==> src/rtl/multiply_map_seq_if.sv <==
// rtl/multiply_map_seq_if.sv - command, flag, EV store port and status bundle for multiply_map_seq
// slave is the sequencer side; master is the dispatch/store side.
interface multiply_map_seq_if #(
  parameter int DEPTH     = 256,
  parameter int AW        = $clog2(DEPTH),
  parameter int NUM_FLAGS = 8,
  parameter int FSW       = $clog2(NUM_FLAGS)
);
  logic                 cmd_valid;
  logic                 cmd_ready;
  logic [AW-1:0]        cmd_origin;
  logic [AW-1:0]        cmd_modifier;
  logic [AW:0]          cmd_length;
  logic                 cmd_cond_en;
  logic [FSW-1:0]       cmd_cond_sel;
  logic [NUM_FLAGS-1:0] flags;
  logic                 rd_a_en;
  logic [AW-1:0]        rd_a_addr;
  logic [31:0]          rd_a_data;
  logic                 rd_b_en;
  logic [AW-1:0]        rd_b_addr;
  logic [31:0]          rd_b_data;
  logic                 wr_en;
  logic [AW-1:0]        wr_addr;
  logic [31:0]          wr_data;
  logic                 busy;
  logic                 done;
  logic                 err;
  logic                 skipped;

  modport slave (
    input  cmd_valid, cmd_origin, cmd_modifier, cmd_length, cmd_cond_en, cmd_cond_sel,
    input  flags, rd_a_data, rd_b_data,
    output cmd_ready, rd_a_en, rd_a_addr, rd_b_en, rd_b_addr,
    output wr_en, wr_addr, wr_data, busy, done, err, skipped
  );

  modport master (
    output cmd_valid, cmd_origin, cmd_modifier, cmd_length, cmd_cond_en, cmd_cond_sel,
    output flags, rd_a_data, rd_b_data,
    input  cmd_ready, rd_a_en, rd_a_addr, rd_b_en, rd_b_addr,
    input  wr_en, wr_addr, wr_data, busy, done, err, skipped
  );
endinterface

==> src/rtl/multiply_map_seq.sv <==
// rtl/multiply_map_seq.sv - one-element-per-two-cycles multiply-map sequencer over the EV word store
// MULTIPLY_MAP_OVERLAP_ORDER_EN: iterate descending when modifier < origin < modifier+length instead of rejecting.
module multiply_map_seq #(
  parameter int DEPTH     = 256,
  parameter int AW        = $clog2(DEPTH),
  parameter int NUM_FLAGS = 8,
  parameter int FSW       = $clog2(NUM_FLAGS)
) (
  input  logic              clk,
  input  logic              rst,
  multiply_map_seq_if.slave bus
);

  typedef enum logic [2:0] {IDLE, CHECK, RD, WR, FIN} state_t;

  localparam logic [AW+1:0] DEPTH_W = (AW+2)'(DEPTH);

`ifdef MULTIPLY_MAP_OVERLAP_ORDER_EN
  localparam bit REVERSE_OK = 1'b1;
`else
  localparam bit REVERSE_OK = 1'b0;
`endif

  state_t               state, state_nxt;
  logic [AW-1:0]        origin_q, modifier_q, idx_q, idx_nxt;
  logic [AW:0]          length_q;
  logic                 cond_pass_q;
  logic                 desc_q, desc_nxt;
  logic                 err_q, err_nxt, skip_q, skip_nxt;
  logic [AW+1:0]        org_end, mod_end;
  logic                 out_of_range, overlap_rev, last_elem, accept;
  logic [31:0]          prod;
  logic [NUM_FLAGS-1:0] flags_w;
  logic [FSW-1:0]       sel_w;

  assign flags_w = bus.flags;
  assign sel_w   = bus.cmd_cond_sel;
  assign accept  = bus.cmd_valid && (state == IDLE);

  assign org_end      = {2'b00, origin_q}   + {1'b0, length_q};
  assign mod_end      = {2'b00, modifier_q} + {1'b0, length_q};
  assign out_of_range = (org_end > DEPTH_W) || (mod_end > DEPTH_W);
  // Ascending order would overwrite an operand before it is read only in this window.
  assign overlap_rev  = (modifier_q < origin_q) && ({2'b00, origin_q} < mod_end);
  assign last_elem    = desc_q ? (idx_q == '0)
                               : ({1'b0, idx_q} == (length_q - (AW+1)'(1)));
  assign prod         = bus.rd_a_data * bus.rd_b_data;

  always_ff @(posedge clk) begin
    if (rst) begin
      state       <= IDLE;
      origin_q    <= '0;
      modifier_q  <= '0;
      length_q    <= '0;
      cond_pass_q <= 1'b0;
      idx_q       <= '0;
      desc_q      <= 1'b0;
      err_q       <= 1'b0;
      skip_q      <= 1'b0;
    end else begin
      state  <= state_nxt;
      idx_q  <= idx_nxt;
      desc_q <= desc_nxt;
      err_q  <= err_nxt;
      skip_q <= skip_nxt;
      if (accept) begin
        origin_q    <= bus.cmd_origin;
        modifier_q  <= bus.cmd_modifier;
        length_q    <= bus.cmd_length;
        cond_pass_q <= !bus.cmd_cond_en || flags_w[sel_w];
      end
    end
  end

  always_comb begin
    state_nxt = state;
    idx_nxt   = idx_q;
    desc_nxt  = desc_q;
    err_nxt   = err_q;
    skip_nxt  = skip_q;
    case (state)
      IDLE: begin
        if (accept) begin
          state_nxt = CHECK;
          err_nxt   = 1'b0;
          skip_nxt  = 1'b0;
          desc_nxt  = 1'b0;
        end
      end
      CHECK: begin
        if (out_of_range || (overlap_rev && !REVERSE_OK)) begin
          err_nxt   = 1'b1;
          state_nxt = FIN;
        end else if (!cond_pass_q) begin
          skip_nxt  = 1'b1;
          state_nxt = FIN;
        end else if (length_q == '0) begin
          state_nxt = FIN;
        end else begin
          desc_nxt  = overlap_rev;
          idx_nxt   = overlap_rev ? (length_q[AW-1:0] - AW'(1)) : '0;
          state_nxt = RD;
        end
      end
      RD: state_nxt = WR;
      WR: begin
        if (last_elem) begin
          state_nxt = FIN;
        end else begin
          idx_nxt   = desc_q ? (idx_q - AW'(1)) : (idx_q + AW'(1));
          state_nxt = RD;
        end
      end
      FIN:     state_nxt = IDLE;
      default: state_nxt = IDLE;
    endcase
  end

  // Strobes are masked by rst so an aborting reset edge never commits a store write.
  assign bus.cmd_ready = (state == IDLE);
  assign bus.busy      = (state != IDLE);
  assign bus.rd_a_en   = (state == RD) && !rst;
  assign bus.rd_b_en   = (state == RD) && !rst;
  assign bus.rd_a_addr = (state == RD) ? (origin_q + idx_q) : '0;
  assign bus.rd_b_addr = (state == RD) ? (modifier_q + idx_q) : '0;
  assign bus.wr_en     = (state == WR) && !rst;
  assign bus.wr_addr   = (state == WR) ? (origin_q + idx_q) : '0;
  assign bus.wr_data   = (state == WR) ? prod : '0;
  assign bus.done      = (state == FIN) && !rst;
  assign bus.err       = (state == FIN) && err_q;
  assign bus.skipped   = (state == FIN) && skip_q;

endmodule
==> src/flat_wrapper.sv <==
// flat-port wrapper written by rule: the top's interface ports become plain ports
module multiply_map_seq_flat 
#(
  parameter int DEPTH     = 256,
  parameter int AW        = $clog2(DEPTH),
  parameter int NUM_FLAGS = 8,
  parameter int FSW       = $clog2(NUM_FLAGS)
)
  (clk, rst, bus_cmd_valid, bus_cmd_origin, bus_cmd_modifier, bus_cmd_length, bus_cmd_cond_en, bus_cmd_cond_sel, bus_flags, bus_rd_a_data, bus_rd_b_data, bus_cmd_ready, bus_rd_a_en, bus_rd_a_addr, bus_rd_b_en, bus_rd_b_addr, bus_wr_en, bus_wr_addr, bus_wr_data, bus_busy, bus_done, bus_err, bus_skipped);
  multiply_map_seq_if #(.DEPTH(DEPTH), .AW(AW), .NUM_FLAGS(NUM_FLAGS), .FSW(FSW)) bus_i ();
  input  logic clk;
  input  logic rst;
  input wire logic [$bits(bus_i.cmd_valid)-1:0] bus_cmd_valid;
  input wire logic [$bits(bus_i.cmd_origin)-1:0] bus_cmd_origin;
  input wire logic [$bits(bus_i.cmd_modifier)-1:0] bus_cmd_modifier;
  input wire logic [$bits(bus_i.cmd_length)-1:0] bus_cmd_length;
  input wire logic [$bits(bus_i.cmd_cond_en)-1:0] bus_cmd_cond_en;
  input wire logic [$bits(bus_i.cmd_cond_sel)-1:0] bus_cmd_cond_sel;
  input wire logic [$bits(bus_i.flags)-1:0] bus_flags;
  input wire logic [$bits(bus_i.rd_a_data)-1:0] bus_rd_a_data;
  input wire logic [$bits(bus_i.rd_b_data)-1:0] bus_rd_b_data;
  output wire logic [$bits(bus_i.cmd_ready)-1:0] bus_cmd_ready;
  output wire logic [$bits(bus_i.rd_a_en)-1:0] bus_rd_a_en;
  output wire logic [$bits(bus_i.rd_a_addr)-1:0] bus_rd_a_addr;
  output wire logic [$bits(bus_i.rd_b_en)-1:0] bus_rd_b_en;
  output wire logic [$bits(bus_i.rd_b_addr)-1:0] bus_rd_b_addr;
  output wire logic [$bits(bus_i.wr_en)-1:0] bus_wr_en;
  output wire logic [$bits(bus_i.wr_addr)-1:0] bus_wr_addr;
  output wire logic [$bits(bus_i.wr_data)-1:0] bus_wr_data;
  output wire logic [$bits(bus_i.busy)-1:0] bus_busy;
  output wire logic [$bits(bus_i.done)-1:0] bus_done;
  output wire logic [$bits(bus_i.err)-1:0] bus_err;
  output wire logic [$bits(bus_i.skipped)-1:0] bus_skipped;
  assign bus_i.cmd_valid = bus_cmd_valid;
  assign bus_i.cmd_origin = bus_cmd_origin;
  assign bus_i.cmd_modifier = bus_cmd_modifier;
  assign bus_i.cmd_length = bus_cmd_length;
  assign bus_i.cmd_cond_en = bus_cmd_cond_en;
  assign bus_i.cmd_cond_sel = bus_cmd_cond_sel;
  assign bus_i.flags = bus_flags;
  assign bus_i.rd_a_data = bus_rd_a_data;
  assign bus_i.rd_b_data = bus_rd_b_data;
  assign bus_cmd_ready = bus_i.cmd_ready;
  assign bus_rd_a_en = bus_i.rd_a_en;
  assign bus_rd_a_addr = bus_i.rd_a_addr;
  assign bus_rd_b_en = bus_i.rd_b_en;
  assign bus_rd_b_addr = bus_i.rd_b_addr;
  assign bus_wr_en = bus_i.wr_en;
  assign bus_wr_addr = bus_i.wr_addr;
  assign bus_wr_data = bus_i.wr_data;
  assign bus_busy = bus_i.busy;
  assign bus_done = bus_i.done;
  assign bus_err = bus_i.err;
  assign bus_skipped = bus_i.skipped;
  multiply_map_seq #(.DEPTH(DEPTH), .AW(AW), .NUM_FLAGS(NUM_FLAGS), .FSW(FSW)) u_core (.clk(clk), .rst(rst), .bus(bus_i));
endmodule
==> config.mk <==
export PLATFORM = sky130hd
export DESIGN_NAME = multiply_map_seq_flat
export DESIGN_NICKNAME = d
export VERILOG_FILES = /design/src/rtl/multiply_map_seq_if.sv /design/src/rtl/multiply_map_seq.sv /design/src/flat_wrapper.sv
export SDC_FILE = /design/constraint.sdc
export NUM_CORES = 1
export LEC_CHECK = 0
export ABC_AREA = 1
export BUFFER_PORTS_ARGS = -buffer_cell sky130_fd_sc_hd__buf_2
export CAP_MARGIN = 40
export CORE_MARGIN = 2
export CORE_UTILIZATION = 58
export CTS_BUF_LIST = sky130_fd_sc_hd__clkbuf_4
export CTS_CLUSTER_SIZE = 8
export DETAILED_ROUTE_END_ITERATION = 16
export PLACE_DENSITY = 0.85
export SETUP_SLACK_MARGIN = 0.1
export SLEW_MARGIN = 20
export SYNTH_ARGS = -nofsm -noshare
export SYNTH_HDL_FRONTEND = slang
export SYNTH_SLANG_ARGS = --single-unit
==> constraint.sdc <==
create_clock -name clk -period 7.8 [get_ports clk]
set_clock_uncertainty 0.1 [all_clocks]
set_input_delay 0.78 -clock clk [delete_from_list [all_inputs] [get_ports clk]]
set_output_delay 0.78 -clock clk [all_outputs]
set_load 0.005 [all_outputs]
==> results.md, run 1 <==
- The cell area after technology mapping is 21,200 sq um.
- Setup repair after global routing could not meet its margin everywhere.
- STA classifies the critical path endpoint as a primary output.
- The count of yosys warnings during synthesis is 0.
- The placeable core area is 36,300 sq um.
- The maximum fanout encountered on the critical timing path is 7.
- The total grt overflow is 0.
- The number of buffers added to fix hold violations after cts is 0.
- The number of top-level pins is 168.
- At the pin with the least slew margin, the transition time is 753 ps.
- The floorplan step defined a die boundary enclosing 38,200 sq um.
- The floorplan step set the die width to 195 um.
- The normalized max-slew margin is 0.496.
- Each instance of the synthesized netlist takes up on average 7.05 sq um.
- In this run the deepest clock path goes through 2 buffers.
- Data on the critical path arrives at its endpoint at 6980 ps.
- The top-area cell type share of the netlist area is 0.389.
- The routed layout has 19,800 vias.
- The most common flop cell mapped by yosys is sky130_fd_sc_hd__dfxtp_1.
- The detailed-routing iteration count for the pre-antenna-repair pass is 5.
- The data required time at the worst endpoint is 6920 ps.
- The wire length per cell is 16.7 um.
- Counting distinct cell types in the post-synthesis netlist gives 55.
- For flop-to-flop paths, the worst setup slack is 4240 ps.
- The final net count is 3,907.
- The standard cell with the maximum stage delay on the critical path is sky130_fd_sc_hd__fa_2.
- The number of design rule violations left after detail routing is 0.
- The flow ran to the end, but the final reports show violations.
- By area the synthesized netlist is led by sky130_fd_sc_hd__fa_1 39%, sky130_fd_sc_hd__nand2_1 15%, sky130_fd_sc_hd__inv_1 15%, sky130_fd_sc_hd__ha_1 10%, sky130_fd_sc_hd__dfxtp_1 3.8%.
- The number of hold violations in the final report is 0.
- The initial antenna violation count is 0.
- The largest net degree at the start of global routing is 43.
- In the routed layout, each cell is associated on average with a via count of 5.38.
- Once routing completed, OpenROAD measured the worst setup slack at -60.1 ps.
- Synthesis produced a netlist whose cell count is 3,015.
- The count of input and output buffers is 167.
- The vertical die dimension is 195 um.
- The detail route stage leaves a number of antenna-violating nets equal to 0.
- The global-route wire length before repair is 94,300 um.
- The detailed-route wire length is 61,500 um.
- The final weighted congestion in routability-driven placement is 0.964.
- The delay of the slowest cell on the worst path is 620 ps.
- The kind of path behind the tightest hold check is flip-flop to flip-flop.
- In the final layout, the share of cells above drive strength 1 is 0.158.
- The time the worst path needs with I/O delays and setup is 7860 ps.
- The category of the most critical setup path is input port to primary output.
- The number of levels the H-tree was split into is 2.
- Measured on the finished design, the core utilization comes to 0.674.
- TritonCTS created 5 clock buffers.
- Summed over all nets, the half-perimeter wirelength after detailed placement is 49,300 um.
- The synthesized design spends more area on one cell type than any other, namely sky130_fd_sc_hd__fa_1.
- The fmax is 127 MHz.
- The number of enable-type register cells in the synthesized netlist is 0.
- The repair_antennas step left the layout with diodes totalling 0.
- TritonCTS built the clock tree.
- The global-route usage over all layers is 0.308.
- The final reports fail on setup timing.
- Counting flops and latches in the post-synthesis netlist gives 40.
- The worst setup path is launched from an input port.
- The area growth from synthesis to layout is 15.4%.
- Setup violations remaining at the end of the flow were counted as 1.
- The initial DRC count is 1,690.
- Clock-pin slew was measured on the worst setup and hold paths at 110 ps.
- The via count of the first global-routing pass is 19,100.
- The cell that appears most often on the critical path is sky130_fd_sc_hd__fa_1.
- The fraction of registers with async set/reset is 0.
- Traced cell by cell, the critical path runs through buf_12 -> buf_4 -> nand2_1 -> inv_1 -> fa_1 -> inv_1 -> fa_1 -> fa_1 -> inv_1 -> fa_1 -> fa_1 -> fa_2 -> fa_1 -> fa_2 -> ha_4 -> a21oi_1 -> buf_4 -> nor2_1 -> o21ai_0 -> o2111a_1 -> a21oi_1 -> nor2_1 -> buf_2.
- The tool flagged a number of max-cap violations equal to 0.
- The number of clock sinks is 40.
- The number of cell rows is 70.
- The number of nets in the synthesized netlist is 3,707.
- The source-to-sink clock delay at the later pin of the worst-skew pair is 380 ps.
- The root buffer selected by CTS is sky130_fd_sc_hd__clkbuf_4.
- The fraction of the cycle the final worst path needs is 1.01.
- The sequential cell area fraction in the yosys report is 0.0377.
- The number of pins with negative max-slew slack in the final report is 0.
- The initial utilization of the core area, before any placement, comes to 0.585.
[layout by cell type, fill, tap and decap left out, drive strengths merged]
cell / netlist / routed
a211oi: 1 / 1
a21boi: 2 / 2
a21o: 7 / 7
a21oi: 106 / 106
a221oi: 2 / 2
a22oi: 1 / 1
a31oi: 2 / 2
and3: 2 / 2
buf: 33 / 308
clkbuf: 90 / 13
clkinv: 2 / 4
dfxtp: 40 / 40
fa: 413 / 413
ha: 175 / 175
inv: 855 / 855
nand2: 863 / 863
nand3: 94 / 94
nand3b: 13 / 13
nand4: 14 / 14
nor2: 144 / 144
nor3: 11 / 11
nor3b: 1 / 1
nor4: 2 / 2
o2111a: 1 / 1
o2111ai: 1 / 1
o211ai: 1 / 1
o21a: 8 / 8
o21ai: 75 / 75
o21bai: 5 / 5
o221ai: 2 / 2
o22ai: 4 / 4
o311ai: 1 / 1
o31ai: 1 / 1
or2: 2 / 2
xnor2: 24 / 24
xor2: 17 / 17
[cell families (layout without fill, tap and decap cells)]
family	Yosys count	after routing	synth area share
AND/OR/NAND/NOR	1146	1146	0.217
buffers and inverters	980	1180	0.175
adder cells (fa/ha/maj)	588	588	0.492
AO/OA/AOI/OAI	220	220	0.0602
XOR/XNOR	41	41	0.0169
flip-flops	40	40	0.0377
[per-layer routing]
metal,up-vias,share of wire,GRT usage
li1,9073,-,-
met1,9453,0.38,0.413
met2,1053,0.47,0.515
met3,228,0.092,0.0339
met4,0,0.056,0.124
met5,-,0,0
[repair_timing]
action,in CTS,in global routing
pin swaps,43,96
gates resized for setup,112,183
cloned,0,2
setup endpoints to repair,14,15
buffers inserted,1,7
[synth_stat cells, types with 14 or more instances]
library cell,n
sky130_fd_sc_hd__nand2_1,854
sky130_fd_sc_hd__dfxtp_1,40
sky130_fd_sc_hd__nand3_1,88
sky130_fd_sc_hd__fa_1,413
sky130_fd_sc_hd__xnor2_1,24
sky130_fd_sc_hd__inv_1,850
sky130_fd_sc_hd__nand4_1,14
sky130_fd_sc_hd__o21ai_0,69
sky130_fd_sc_hd__a21oi_1,93
sky130_fd_sc_hd__buf_1,17
sky130_fd_sc_hd__nor2_1,138
sky130_fd_sc_hd__ha_1,175
sky130_fd_sc_hd__xor2_1,17
sky130_fd_sc_hd__clkbuf_1,89
[flip-flops by register name, summed over array words and instances (netlist names), 3 cells and up]
signal / flops
u_core.origin_q: 8
u_core.modifier_q: 8
u_core.idx_q: 8
u_core.length_q: 9
u_core.state: 3
[through the flow]
| step | std cells | TNS (ps) | area (sq um) | hold slack (ps) | setup WS, ps |
|---|---|---|---|---|---|
| after floorplan | 3015 | 0 | 21200 | 313 | 165 |
| after global placement | 3665 | -1550 | 23300 | 326 | -270 |
| after detailed placement | 3666 | -2360 | 23300 | 340 | -354 |
| after CTS | 3674 | 0 | 23800 | 363 | 77.6 |
| after global routing | 3683 | -1140 | 24500 | 379 | -359 |
| final | 3683 | -60.1 | 24500 | 361 | -60.1 |
[layout make-up]
class,count,area [sq um]
repair buffers,316,2410
fillers,2734,11800
flip-flops and latches,40,801
clock inverters,2,7.51
well taps,468,586
clock buffers,5,37.5
inverters,857,3220
multi-input cells,1995,17400
[worst paths after layout]
check / start / end / cells after the start
worst min register to register: u_core.state[0] / u_core.state[0] / 1
worst max register to register: u_core.length_q[0] / u_core.idx_q[1] / 20
worst min-delay path: u_core.state[0] / u_core.state[0] / 1
worst max-delay path: bus_rd_a_data[10] / bus_wr_data[30] / 23
[critical path, delay by kind of cell]
family,cells,cell delay (ps)
fa+ha+maj,9,4350
simple gates,3,250
compound gates,4,820
buf+inv,7,750
Power of run 1 is not shown: default switching activity piles up to over one toggle a cycle in this logic, so the estimate is an artifact.
==> run 2: changes to the inputs <==
RECOVER_POWER = 50   (was unset)
REMOVE_ABC_BUFFERS = 1   (was unset)
==> run 2 against run 1 <==
  * The flow still finishes with violations (setup timing)
  * Setup slack improved by 21 ps
  * Core utilization up 0.39 points
  * Global-route usage up 2.1 points
  * Via count rose by 1.6%
==> results.md, run 2 (synthesis results as in run 1) <==
- Status: complete, but fails checks (unchanged).
- Violated checks: setup timing (unchanged).
- The number of cells on the worst reg-to-reg path is 7 (was 20).
- The width of the die is 195 um (unchanged).
- The source-to-sink clock delay at the later pin of the worst-skew pair was 380 ps (about the same).
- The cell depth of the worst min-delay path came to 1 (unchanged).
- The sequential cell area is 801 sq um (unchanged).
- The global-route wire length before repair was 99,600 um (was 94,300 um).
- Most frequent cells in the layout: 826 x sky130_fd_sc_hd__inv_1, 825 x sky130_fd_sc_hd__nand2_1, 395 x sky130_fd_sc_hd__fa_1 (was 830 x sky130_fd_sc_hd__inv_1, 825 x sky130_fd_sc_hd__nand2_1, 385 x sky130_fd_sc_hd__fa_1).
- The TritonCTS clock tree was yes (unchanged).
- The normalized max-slew margin is 0.337 (was 0.496).
- The number of max-cap violations is 0 (unchanged).
- The fill cell total of the finished layout came to 2,666 (was 2,734).
- The largest net degree at the start of global routing is 39 (was 43).
- The worst flop-to-flop path startpoint was u_core.state[2] (was u_core.length_q[0]).
- The slack of the worst reg-to-reg path is 4450 ps (was 4240 ps).
- The reg-to-reg critical path endpoint is u_core.length_q[1] (was u_core.idx_q[1]).
- The number of buffers added to fix hold violations after cts is 0 (unchanged).
- The total negative setup slack is -77.7 ps (was -60.1 ps).
- The wire length per cell came to 17.8 um (was 16.7 um).
- The maximum fanout encountered on the critical timing path came to 16 (was 7).
- The HPWL reported at the end of detailed placement is 52,100 um (was 49,300 um).
- The vertical die dimension is 195 um (unchanged).
- The mean number of vias per cell came to 5.44 (was 5.38).
- The starting density of the core is 0.585 (unchanged).
- RSZ-0062 raised after global routing: true (unchanged).
- The cell seen most often among critical-path stages is sky130_fd_sc_hd__fa_1 (unchanged).
- The ratio of cells with drive above 1 in the final layout came to 0.161 (was 0.158).
- The detailed-route wire length is 65,700 um (was 61,500 um).
- The detailed-routing iteration count for the pre-antenna-repair pass came to 9 (was 5).
- The area growth from synthesis to layout is 16.0% (was 15.4%).
- The number of clock sinks is 40 (unchanged).
- The area occupied by multi-input gates is 17,400 sq um (about the same).
- The final net count was 3,921 (was 3,907).
- The kind of path behind the tightest hold check is flip-flop to flip-flop (unchanged).
- The number of vias after detailed routing came to 20,100 (was 19,800).
- The slew of the pin with the lowest slew margin came to 995 ps (was 753 ps).
- The via count of the first global-routing pass came to 20,200 (was 19,100).
- The final antenna-violating net count is 0 (unchanged).
- The time the worst path needs with I/O delays and setup was 7840 ps (was 7860 ps).
- The floorplan die area came to 38,200 sq um (unchanged).
- The global-route usage over all layers was 0.329 (was 0.308).
- The clock slew seen by the registers of the worst setup and hold paths was 140 ps (was 110 ps).
- The sink of the worst hold path is u_core.state[0] (unchanged).
- The total clock buffers created by CTS is 5 (unchanged).
- The root buffer selected by CTS is sky130_fd_sc_hd__clkbuf_4 (unchanged).
- The worst hold path startpoint is u_core.state[0] (unchanged).
- The number of cell rows was 70 (unchanged).
- The fmax was 128 MHz (was 127 MHz).
- The number of levels the H-tree was split into came to 2 (unchanged).
- The initial DRC count is 1,798 (was 1,690).
- The final weighted congestion in routability-driven placement came to 1.04 (was 0.964).
- The final setup slack of the worst path is -39.5 ps (was -60.1 ps).
- The critical path startpoint category is an input port (unchanged).
- The data arrival time of the critical path is 6960 ps (was 6980 ps).
- The delay of the slowest cell on the worst path is 570 ps (was 620 ps).
- The standard cell with the maximum stage delay on the critical path is sky130_fd_sc_hd__fa_1 (was sky130_fd_sc_hd__fa_2).
- The number of design rule violations left after detail routing was 0 (unchanged).
- The kind of capture point of the worst setup path is a primary output (unchanged).
- The number of hold violations in the final report came to 0 (unchanged).
- The count of endpoints failing setup in the final report is 4 (was 1).
- The data required time at the worst endpoint is 6920 ps (about the same).
- The share of the core filled with cells in the final layout is 0.678 (was 0.674).
- The total grt overflow was 0 (unchanged).
- The number of pins with negative max-slew slack in the final report came to 0 (unchanged).
- The most common library cell in the layout ignoring fill and taps is sky130_fd_sc_hd__inv_1 (unchanged).
- The flip-flop count of the largest register, all copies and words added is 9 (unchanged).
- The count of input and output buffers is 167 (unchanged).
- The placeable core area is 36,300 sq um (unchanged).
- The number of top-level pins is 168 (unchanged).
- The maximum buffer depth of the clock tree is 2 (unchanged).
- The largest register by flop count is u_core.length_q (unchanged).
- The fraction of the cycle the final worst path needs was 1.01 (about the same).
- The initial antenna violation count was 10 (was 0).
- The category of the most critical setup path was input port to primary output (unchanged).
run 2: final cells by class:
cell class,instances,share of cell area
diodes,3,0.000305
clock buffers,5,0.00152
clock inverters,3,0.00188
inverters,857,0.131
multi-input cells,1995,0.706
flip-flops and latches,40,0.0325
well taps,468,0.0238
repair buffers,330,0.103
run 2: worst max-delay path: cells and delay by family:
kind                       cells  cell delay [ps]
adders and majority gates      9             4410
AOI/OAI and AO/OA              1               90
and+or+nand+nor                8             1010
buffers and inverters          8              670
run 2: through the flow:
step                hold slack [ps]  std cells  area, sq um  setup slack [ps]
floorplan                       313       2892        20700               636
global placement                323       3677        23400             -95.9
detailed placement              329       3678        23400              -153
CTS                             349       3687        23800              70.1
global route                    400       3698        24600              -231
finish                          345       3701        24700             -39.5
run 2: worst max-delay path by stage:
stage	start	endpoint	slack [ps]
after floorplan	bus_rd_b_data[2]	bus_wr_data[29]	640
after global placement	bus_rd_a_data[9]	bus_wr_data[31]	-100
after detailed placement	bus_rd_a_data[13]	bus_wr_data[31]	-150
after CTS	bus_rd_a_data[17]	bus_wr_data[24]	70
after global routing	bus_rd_a_data[16]	bus_wr_data[26]	-230
final	bus_rd_b_data[5]	bus_wr_data[31]	-40
run 2: repair_timing:
action / 4_1_cts / 5_1_grt
pin swaps: 49 / 93
buffers inserted: 1 / 11
endpoints found under the hold margin: 0 / 0
gates resized for setup: 97 / 212
setup endpoints to repair: 15 / 20
run 2: per-layer routing:
metal,part of all wire,global-route usage
met1,0.37,0.419
met2,0.44,0.530
met3,0.13,0.0936
met4,0.061,0.136
met5,0.0013,0
Power of run 2 is left out for the same reason.
